## src/rtl/id_ex_operand_stage.sv

```systemverilog
// ID/EX pipeline register feeding the ALU.
// Resolves source operands by forwarding from EX/MEM and inserts a bubble on a load-use hazard.
module id_ex_operand_stage #(
   parameter int unsigned DATA_W = 32,
   parameter int unsigned RA_W   = 5,
   parameter int unsigned FUNC_W = 4
) (
   input  logic              clk,
   input  logic              rst,
   input  logic              stall_in,
   input  logic              flush_in,
   input  logic              id_valid,
   input  logic [RA_W-1:0]   id_rs,
   input  logic [RA_W-1:0]   id_rt,
   input  logic [RA_W-1:0]   id_rd,
   input  logic [DATA_W-1:0] id_rs_data,
   input  logic [DATA_W-1:0] id_rt_data,
   input  logic [DATA_W-1:0] id_imm,
   input  logic              id_use_imm,
   input  logic [FUNC_W-1:0] id_func,
   input  logic              id_reg_write,
   input  logic              id_mem_read,
   input  logic              id_mem_write,
   input  logic [DATA_W-1:0] alu_result,
   input  logic [RA_W-1:0]   mem_rd,
   input  logic              mem_reg_write,
   input  logic [DATA_W-1:0] mem_data,
   output logic [DATA_W-1:0] in1,
   output logic [DATA_W-1:0] in2,
   output logic [FUNC_W-1:0] func,
   output logic [RA_W-1:0]   ex_rd,
   output logic [DATA_W-1:0] ex_store_data,
   output logic              ex_valid,
   output logic              ex_reg_write,
   output logic              ex_mem_read,
   output logic              ex_mem_write,
   output logic              load_use_stall
);

   localparam logic [RA_W-1:0] ZERO_RA = '0;

   logic              ex_fwd_ok;
   logic              bubble;
   logic [DATA_W-1:0] rs_fwd;
   logic [DATA_W-1:0] rt_fwd;

   // A load in EX has no data yet, so it can only be forwarded from MEM
   always_comb begin
      ex_fwd_ok = ex_valid & ex_reg_write & ~ex_mem_read;

      rs_fwd = id_rs_data;
      if (id_rs == ZERO_RA)                       rs_fwd = '0;
      else if (ex_fwd_ok && (ex_rd == id_rs))     rs_fwd = alu_result;
      else if (mem_reg_write && (mem_rd == id_rs)) rs_fwd = mem_data;

      rt_fwd = id_rt_data;
      if (id_rt == ZERO_RA)                       rt_fwd = '0;
      else if (ex_fwd_ok && (ex_rd == id_rt))     rt_fwd = alu_result;
      else if (mem_reg_write && (mem_rd == id_rt)) rt_fwd = mem_data;

      load_use_stall = ex_valid & ex_mem_read & id_valid & (ex_rd != ZERO_RA) &
                       ((ex_rd == id_rs) |
                        ((ex_rd == id_rt) & (~id_use_imm | id_mem_write)));

      bubble = load_use_stall | ~id_valid;
   end

   // Priority: reset, flush, stall hold, hazard/empty-slot bubble, capture
   always_ff @(posedge clk) begin
      if (rst || flush_in || (!stall_in && bubble)) begin
         in1           <= '0;
         in2           <= '0;
         func          <= '0;
         ex_rd         <= '0;
         ex_store_data <= '0;
         ex_valid      <= 1'b0;
         ex_reg_write  <= 1'b0;
         ex_mem_read   <= 1'b0;
         ex_mem_write  <= 1'b0;
      end else if (!stall_in) begin
         in1           <= rs_fwd;
         in2           <= id_use_imm ? id_imm : rt_fwd;
         func          <= id_func;
         ex_rd         <= id_rd;
         ex_store_data <= rt_fwd;
         ex_valid      <= 1'b1;
         ex_reg_write  <= id_reg_write;
         ex_mem_read   <= id_mem_read;
         ex_mem_write  <= id_mem_write;
      end
   end

endmodule
```

## config.mk

```make
export PLATFORM = sky130hd
export DESIGN_NAME = id_ex_operand_stage
export DESIGN_NICKNAME = d
export VERILOG_FILES = /design/src/rtl/id_ex_operand_stage.sv
export SDC_FILE = /design/constraint.sdc
export NUM_CORES = 1
export LEC_CHECK = 0
export ABC_AREA = 1
export CORE_MARGIN = 1.5
export CORE_UTILIZATION = 45
export CTS_BUF_LIST = sky130_fd_sc_hd__clkbuf_8
export DETAILED_ROUTE_END_ITERATION = 8
export GPL_ROUTABILITY_DRIVEN = 1
export PLACE_DENSITY = 0.89
export REMOVE_ABC_BUFFERS = 1
export SLEW_MARGIN = 20
export SYNTH_ARGS = -nofsm -noshare
export SYNTH_HDL_FRONTEND = slang
export SYNTH_SLANG_ARGS = --single-unit
```

## constraint.sdc

```tcl
create_clock -name clk -period 2.5 [get_ports clk]
set_clock_uncertainty 0.2 [all_clocks]
set_input_delay 0.5 -clock clk [delete_from_list [all_inputs] [get_ports clk]]
set_output_delay 0.5 -clock clk [all_outputs]
set_load 0.05 [all_outputs]
```

Word-level counts from Yosys, hierarchy flattened
Cells that the tools add are included.
{ "word_totals": {"register_bits": 109, "inputBits": 194, "elab_cells": 44} }
{ "op_classes": {"n_eq_ne": 4, "n_mux": 7, "bitwise_logic": 13, "reduce_logical": 11} }
{ "op_table": {"columns": ["op", "count"], "rows": [
  ["32-bit 2-to-1 mux", 7],
  ["5-bit == test", 4],
  ["5-bit logical NOT", 2],
  ["1-bit bitwise AND", 7],
  ["1-bit logical AND", 5],
  ["5-bit nonzero test", 1],
  ["1-bit NOT", 3],
  ["1-bit OR", 3],
  ["1-bit logical OR", 2],
  ["1-bit logical NOT", 1]
]} }

Longest topological paths before layout
Gate-level depths: netlist of the first run.
{ "logic_depth": {"word_depth": 8, "ltp_mapped": 14} }

Worst setup path before layout of the first run
No wires, ideal clock.
{ "synth_path": {"path_kind": "register to output", "startpoint": "register ex_rd[0]", "endpoint": "output load_use_stall", "t_arrival_ns": 1.604, "setup_slack_ns": 0.196, "path_stages_with_launch": 9, "cell_sequence": "dfxtp_1 > inv_1 > nand2_1 > nand2_1 > a21oi_1 > nand3_1 > nand2_1 > nand2_1 > inv_1"} }
{ "synth_via": {"elab_chain_cells": 4, "elab_cells_between_ends": 7, "cone_classes": "eq/ne: 2; bitwise: 4; reduce/logical: 1"} }
{ "synth_lines": {"columns": ["item", "line", "rtl"], "rows": [
  ["from (decl)", "31", "output logic [RA_W-1:0] ex_rd,"],
  ["from (signal assigned)", "84", "ex_rd <= id_rd;"],
  ["5-bit == test", "63", "((ex_rd == id_rt) & (~id_use_imm | id_mem_write)));"],
  ["1-bit bitwise AND", "63", null],
  ["1-bit OR", "62", "((ex_rd == id_rs) |"],
  ["1-bit bitwise AND (*)", "61", "load_use_stall = ex_valid & ex_mem_read & id_valid & (ex_rd != ZERO_RA) &"],
  ["to (decl)", "37", "output logic load_use_stall"]
]} }
Mark *: on every way between the ends. The rest lies on a longest branch, timed or not.

Worst setup path after layout of the first run
{ "layout_path": {"startpoint": "register ex_rd[2]", "endpoint": "output ex_rd[2]"} }
No word-level cell between the ends.

==> results.json, run 1 <==
{
  "crit_chain": "clkdlybuf4s50_1",
  "placed_cells": 1725,
  "yosys.cell_types.count": 25,
  "worstSetupPathType": "flop to output pin",
  "worst-r2r-cell-count": 13,
  "grt_start_max_net_pins": 116,
  "p_per_area_mw_per_mm2": 395,
  "setup_violations": 0,
  "die_area_mm2": 0.0167,
  "post_synth.cell_area_avg_um2": 5.76,
  "die_y_um": 129,
  "finalWirelength_um": 30000,
  "endpoint_kind": "output pin",
  "ctsRootBufferMaster": "clkbuf_8",
  "period_needed_ns": 2.46,
  "drt_iter0_markers": 922,
  "synth.top_cell.area_share_pct": 30.5,
  "status": "finished, final reports clean",
  "die_w_um": 129,
  "cp_slowest_cell": "clkdlybuf4s50_1",
  "cts_num_sinks": 109,
  "final_nets": 1720,
  "grtUsageTotal_pct": 35.2,
  "path_clk_slew_ns": 0.11,
  "hold_buffers": 0,
  "critical_path_arrival_ns": 1.76,
  "fin_area_mm2": 0.0109,
  "cts_made_buffers": 9,
  "worst_slack_ns": 0.0373,
  "synth_area_leaders": "dfxtp_1 (30%), nand2_1 (18%), nand3_1 (14%), nor2_1 (8.2%), inv_1 (8.1%)",
  "critical_path.reg2reg.startpoint": "ex_rd[0]$_SDFFE_PP0N_",
  "peakVddDrop_uv": 399,
  "portBuffers": 303,
  "power_leakage_nw": 5.26,
  "final_antenna_net_count": 0,
  "ys_seq_area_share_pct": 30.5,
  "firstDrtPassIters": 6,
  "yosys_warnings": 0,
  "syn2layout_area_growth_pct": 51.8,
  "drc": 0,
  "critPathMaxStageDelay_ns": 0.86,
  "ys_ff_latch": 109,
  "core_mm2": 0.0154,
  "cap_viol_max_count": 0,
  "worst_pin_slew_ns": 0.607,
  "cts_buffer_depth": 2,
  "synth.largest_area_cell": "dfxtp_1",
  "gr-total-overflow": 0,
  "place_ws_ns": -0.165,
  "rr_endpoint": "in1[9]$_SDFFE_PP0N_",
  "drive_above_1_share_pct": 9.67,
  "viasPerCell": 5.42,
  "grt_pass1_vias": 8700,
  "clkLatencyLatePin_ns": 0.39,
  "finalNonFillerCells": 1745,
  "slew_headroom_pct": 59.4,
  "num_io_pins": 304,
  "cts_tree": "done",
  "start_util_pct": 46.6,
  "hold_depth": 2,
  "holdCritStartpoint": "ex_store_data[15]$_SDFFE_PP0N_",
  "crit_buf_inv": 1,
  "hold_violations": 0,
  "via_count": 9452,
  "timing.fmax_ghz": 0.406,
  "reg2reg_slack_ns": 0.47,
  "critPathRequiredTime_ns": 1.80,
  "fin_crit_sh_pct": 98.5,
  "syn_inst": 1245,
  "hpwl_um": 21400,
  "crit_family": "buffers and inverters",
  "crit_path_max_fanout": 5,
  "wl_per_cell_um": 17.2,
  "hp-class": "flop to flop",
  "gp_congestion": 0.887,
  "grt_pass1_wl_um": 45500,
  "maxSlewViolCount": 0,
  "antenna_found_initial": 2,
  "hold_end": "ex_store_data[15]$_SDFFE_PP0N_",
  "cp-start-kind": "flop",
  "final_util_pct": 70.8,
  "h-tree-depth": 3,
  "fp-row-count": 45,
  "placed_cell_area_mm2": 0.0106,
  "syn_area_mm2": 0.00717,
  "finalSetupTns_ns": 0
}
[area by class of cell]
| cell class | count | area [um^2] |
|---|---|---|
| Sequential cell | 109 | 2180 |
| Multi-Input combinational cell | 894 | 4080 |
| Timing Repair Buffer | 353 | 3560 |
| Inverter | 159 | 597 |
| Antenna cell | 3 | 7.51 |
| Clock inverter | 6 | 47.5 |
| Tap cell | 211 | 264 |
| Fill cell | 1344 | 4500 |
| Clock buffer | 10 | 138 |
[metal layers]
layer	global-route usage [%]	vias to the layer above	share of wire (%)	wire [um]
li1	-	4442	-	-
met1	42.5	4233	38	11300
met2	56.8	670	45	13400
met3	10.7	107	13	3840
met4	17.8	0	4.7	1420
met5	0	-	0	0
[tightest hold or removal path, stage by stage (launching register included)]
cell     delay (ns)
dfxtp_1        0.32
nand2_1        0.06
a21oi_1        0.05
[logic make-up (layout without fill, tap and decap cells)]
| group | count (synthesis) | in the layout | share of synthesized area, % |
|---|---|---|---|
| simple gates | 805 | 805 | 49.2 |
| buf+inv | 242 | 528 | 13.8 |
| flops | 109 | 109 | 30.5 |
| compound gates | 85 | 85 | 5.99 |
| xor+xnor | 4 | 4 | 0.489 |
| other cells | 0 | 3 | 0 |
[flip-flops by register name, indices dropped and copies added, names as in the netlist, 4 cells and up]
| name | cells |
|---|---|
| in1 | 32 |
| ex_rd | 5 |
| in2 | 32 |
| ex_store_data | 32 |
| func | 4 |
[where the power goes]
group | leakage (nW) | internal [W] | switching (W) | total, W
logic | 4.28 | 0.000596 | 0.000773 | 0.00137
clock network | 0.0929 | 0.000399 | 0.000699 | 0.00110
registers | 0.887 | 0.00179 | 0.0000350 | 0.00183
[repair_timing]
| item | 4_1_cts | 5_1_grt |
|---|---|---|
| resized for setup | 3 | 9 |
| setup buffers | 0 | 1 |
| pin swaps | 1 | 1 |
| hold endpoints to repair | 0 | 0 |
| endpoints found under the setup margin | 1 | 1 |
[Yosys cell counts]
| library cell | count |
|---|---|
| nand2_1 | 349 |
| buf_1 | 2 |
| nor3_2 | 2 |
| inv_1 | 155 |
| clkbuf_1 | 43 |
| o21ai_0 | 10 |
| nor3_1 | 2 |
| nor2_1 | 157 |
| buf_6 | 4 |
| nand3_1 | 201 |
| nor2_2 | 22 |
| or2_0 | 1 |
| nand2_2 | 3 |
| or2_2 | 32 |
| inv_2 | 4 |
| xnor2_1 | 1 |
| buf_2 | 30 |
| nand4_1 | 35 |
| buf_4 | 4 |
| o21ai_1 | 1 |
| a21oi_2 | 1 |
| nor2_4 | 1 |
| a21oi_1 | 73 |
| xor2_1 | 3 |
| dfxtp_1 | 109 |
[metrics by stage]
stage	total power, W	hold WS (ns)
after floorplan	0.00249	0.392
after global placement	0.00319	0.249
after detailed placement	0.00321	0.255
after CTS	0.00428	0.270
after global routing	0.00446	0.292
final	0.00429	0.271
[cells in the final DEF, fill, tap and decap left out, drive strengths merged, types with 3 or more instances in the layout]
cell type	instances
a21oi	74
buf	53
clkbuf	10
clkdlybuf4s50	296
clkinv	4
dfxtp	109
diode	3
dlymetal6s2s	3
inv	160
nand2	352
nand3	201
nand4	35
nor2	180
nor3	4
o21ai	11
or2	33
xor2	3
[how the worst max path moves through the flow]
stage | slack, ns | startpoint | endpoint | cells after the start
final | 0.04 | ex_rd[2]$_SDFFE_PP0N_ | ex_rd[2] | 1
after global routing | -0.02 | id_rs[0] | load_use_stall | 10
after CTS | 0.007 | id_rs[0] | load_use_stall | 10
after detailed placement | -0.16 | id_rs[1] | in1[16]$_SDFFE_PP0N_ | 14
after global placement | -0.09 | id_rs[1] | in1[23]$_SDFFE_PP0N_ | 14
after floorplan | -1.02 | ex_reg_write$_SDFFE_PP0N_ | in1[10]$_SDFFE_PP0N_ | 9
Note: power is estimated with default switching activity, not from simulation.
==> inputs of run 2 (changes only) <==
- CORE_UTILIZATION: 45 -> 41
- PLACE_DENSITY: 0.89 -> 0.83
- TNS_END_PERCENT: default -> 1
==> results.json, run 2 (synthesized netlist as in run 1, its figures left out) <==
{
  "status": "finished, final reports clean",
  "cp_slowest_cell": "clkdlybuf4s50_1",
  "placed_cell_area_mm2": 0.0107,
  "grt_pass1_wl_um": 45500,
  "setup_violations": 0,
  "worst_pin_slew_ns": 0.565,
  "portBuffers": 303,
  "clkLatencyLatePin_ns": 0.39,
  "register_area_mm2": 0.00218,
  "power_leakage_nw": 5.34,
  "final_common_cell": "nand2_1",
  "finalSetupTns_ns": 0,
  "grt_pass1_vias": 8627,
  "cap_viol_max_count": 0,
  "timing.fmax_ghz": 0.416,
  "fp-row-count": 48,
  "gp_congestion": 0.950,
  "slew_headroom_pct": 62.2,
  "die_w_um": 135,
  "fin_crit_sh_pct": 96.1,
  "cts_made_buffers": 9,
  "drt_iter0_markers": 918,
  "core_mm2": 0.0172,
  "antenna_found_initial": 1,
  "rsz0062_at_grt": "no",
  "grt_start_max_net_pins": 116,
  "hold_buffers": 0,
  "drive_above_1_share_pct": 9.88,
  "cts_tree": "done",
  "drc": 0,
  "path_clk_slew_ns": 0.11,
  "firstDrtPassIters": 5,
  "die_area_mm2": 0.0183,
  "num_io_pins": 304,
  "finalNonFillerCells": 1764,
  "die_y_um": 135,
  "final_util_pct": 63.8,
  "cts_num_sinks": 109,
  "grtUsageTotal_pct": 32.0,
  "final_cell_mix": "nand2_1 (349), clkdlybuf4s50_1 (292), nand3_1 (198), nor2_1 (154), inv_1 (154)",
  "nFillCells": 1594,
  "cts_buffer_depth": 2,
  "crit_buf_inv": 1,
  "gr-total-overflow": 0,
  "critPathMaxStageDelay_ns": 0.85,
  "crit_path_max_fanout": 6,
  "syn2layout_area_growth_pct": 53.0,
  "final_nets": 1728,
  "hp-class": "flop to flop",
  "critical_path_arrival_ns": 1.70,
  "multi_input_area_mm2": 0.00407,
  "via_count": 9398,
  "peakVddDrop_uv": 230,
  "hpwl_um": 21400,
  "placed_cells": 1747,
  "period_needed_ns": 2.40,
  "finalWirelength_um": 29900,
  "power_w": 0.00434,
  "p_per_area_mw_per_mm2": 396,
  "final_antenna_net_count": 0,
  "h-tree-depth": 3,
  "crit_family": "buffers and inverters",
  "worstSetupPathType": "flop to output pin",
  "endpoint_kind": "output pin",
  "wl_per_cell_um": 16.9,
  "top_regs": "ex_store_data: 32 flops, in1: 32 flops, in2: 32 flops",
  "maxSlewViolCount": 0,
  "fin_area_mm2": 0.0110,
  "viasPerCell": 5.33,
  "cp-start-kind": "flop",
  "start_util_pct": 41.7,
  "critPathRequiredTime_ns": 1.80,
  "crit_chain": "clkdlybuf4s50_1",
  "diodes": 0,
  "ctsRootBufferMaster": "clkbuf_8",
  "hold_violations": 0
}
==> run 2: cell types whose count changed in the layout (fill, tap and decap cells not counted), moves of 2 or more <==
| cell | change |
|---|---|
| buf_4 | +7 |
| diode_2 | -3 |
| buf_12 | +2 |
| clkinv_4 | -2 |
| dlygate4sd2_1 | +2 |
| clkdlybuf4s50_1 | -4 |
==> run 2: where the power goes <==
group	leakage [nW]	internal (W)	total [W]	switching [W]
registers	0.887	0.00179	0.00182	0.0000337
logic	4.35	0.000608	0.00139	0.000779
clock network	0.102	0.000462	0.00113	0.000673
==> run 2: metal layers <==
layer / GRT usage (%) / share of wire [%] / vias to the layer above
li1: - / - / 4448
met3: 7.52 / 12 / 103
met4: 14.2 / 4.1 / 2
met2: 53.9 / 46 / 645
met1: 38.9 / 38 / 4200
met5: 0 / 0.043 / -
==> run 2: timing repair <==
| action | CTS | global route |
|---|---|---|
| pin swaps | 1 | 0 |
| buffers inserted | 1 | 0 |
| resized for setup | 4 | 8 |
| endpoints found under the setup margin | 1 | 1 |
==> run 2: worst paths after layout <==
check | start | cells past startpoint | endpoint | slack, ns
worst min register to register | ex_store_data[30]$_SDFFE_PP0N_ | 2 | ex_store_data[30]$_SDFFE_PP0N_ | 0.27
worst max-delay path | ex_rd[1]$_SDFFE_PP0N_ | 1 | ex_rd[1] | 0.1
worst min-delay path | ex_store_data[30]$_SDFFE_PP0N_ | 2 | ex_store_data[30]$_SDFFE_PP0N_ | 0.27
worst max register to register | ex_rd[0]$_SDFFE_PP0N_ | 13 | in1[26]$_SDFFE_PP0N_ | 0.43
==> run 2: through the flow <==
| step | hold WS, ns | setup slack, ns |
|---|---|---|
| finish | 0.272 | 0.0979 |
| global route | 0.290 | 0.0104 |
| CTS | 0.272 | 0.0216 |
| detailed placement | 0.256 | -0.164 |
| global placement | 0.252 | -0.124 |
| floorplan | 0.392 | -1.02 |
==> run 2: area by class of cell <==
cell class	instances	share of cell area [%]
multi-input cells	894	37.1
repair buffers	361	33.2
flip-flops and latches	109	19.9
inverters	159	5.45
well taps	225	2.57
clock buffers	9	1.13
clock inverters	7	0.616
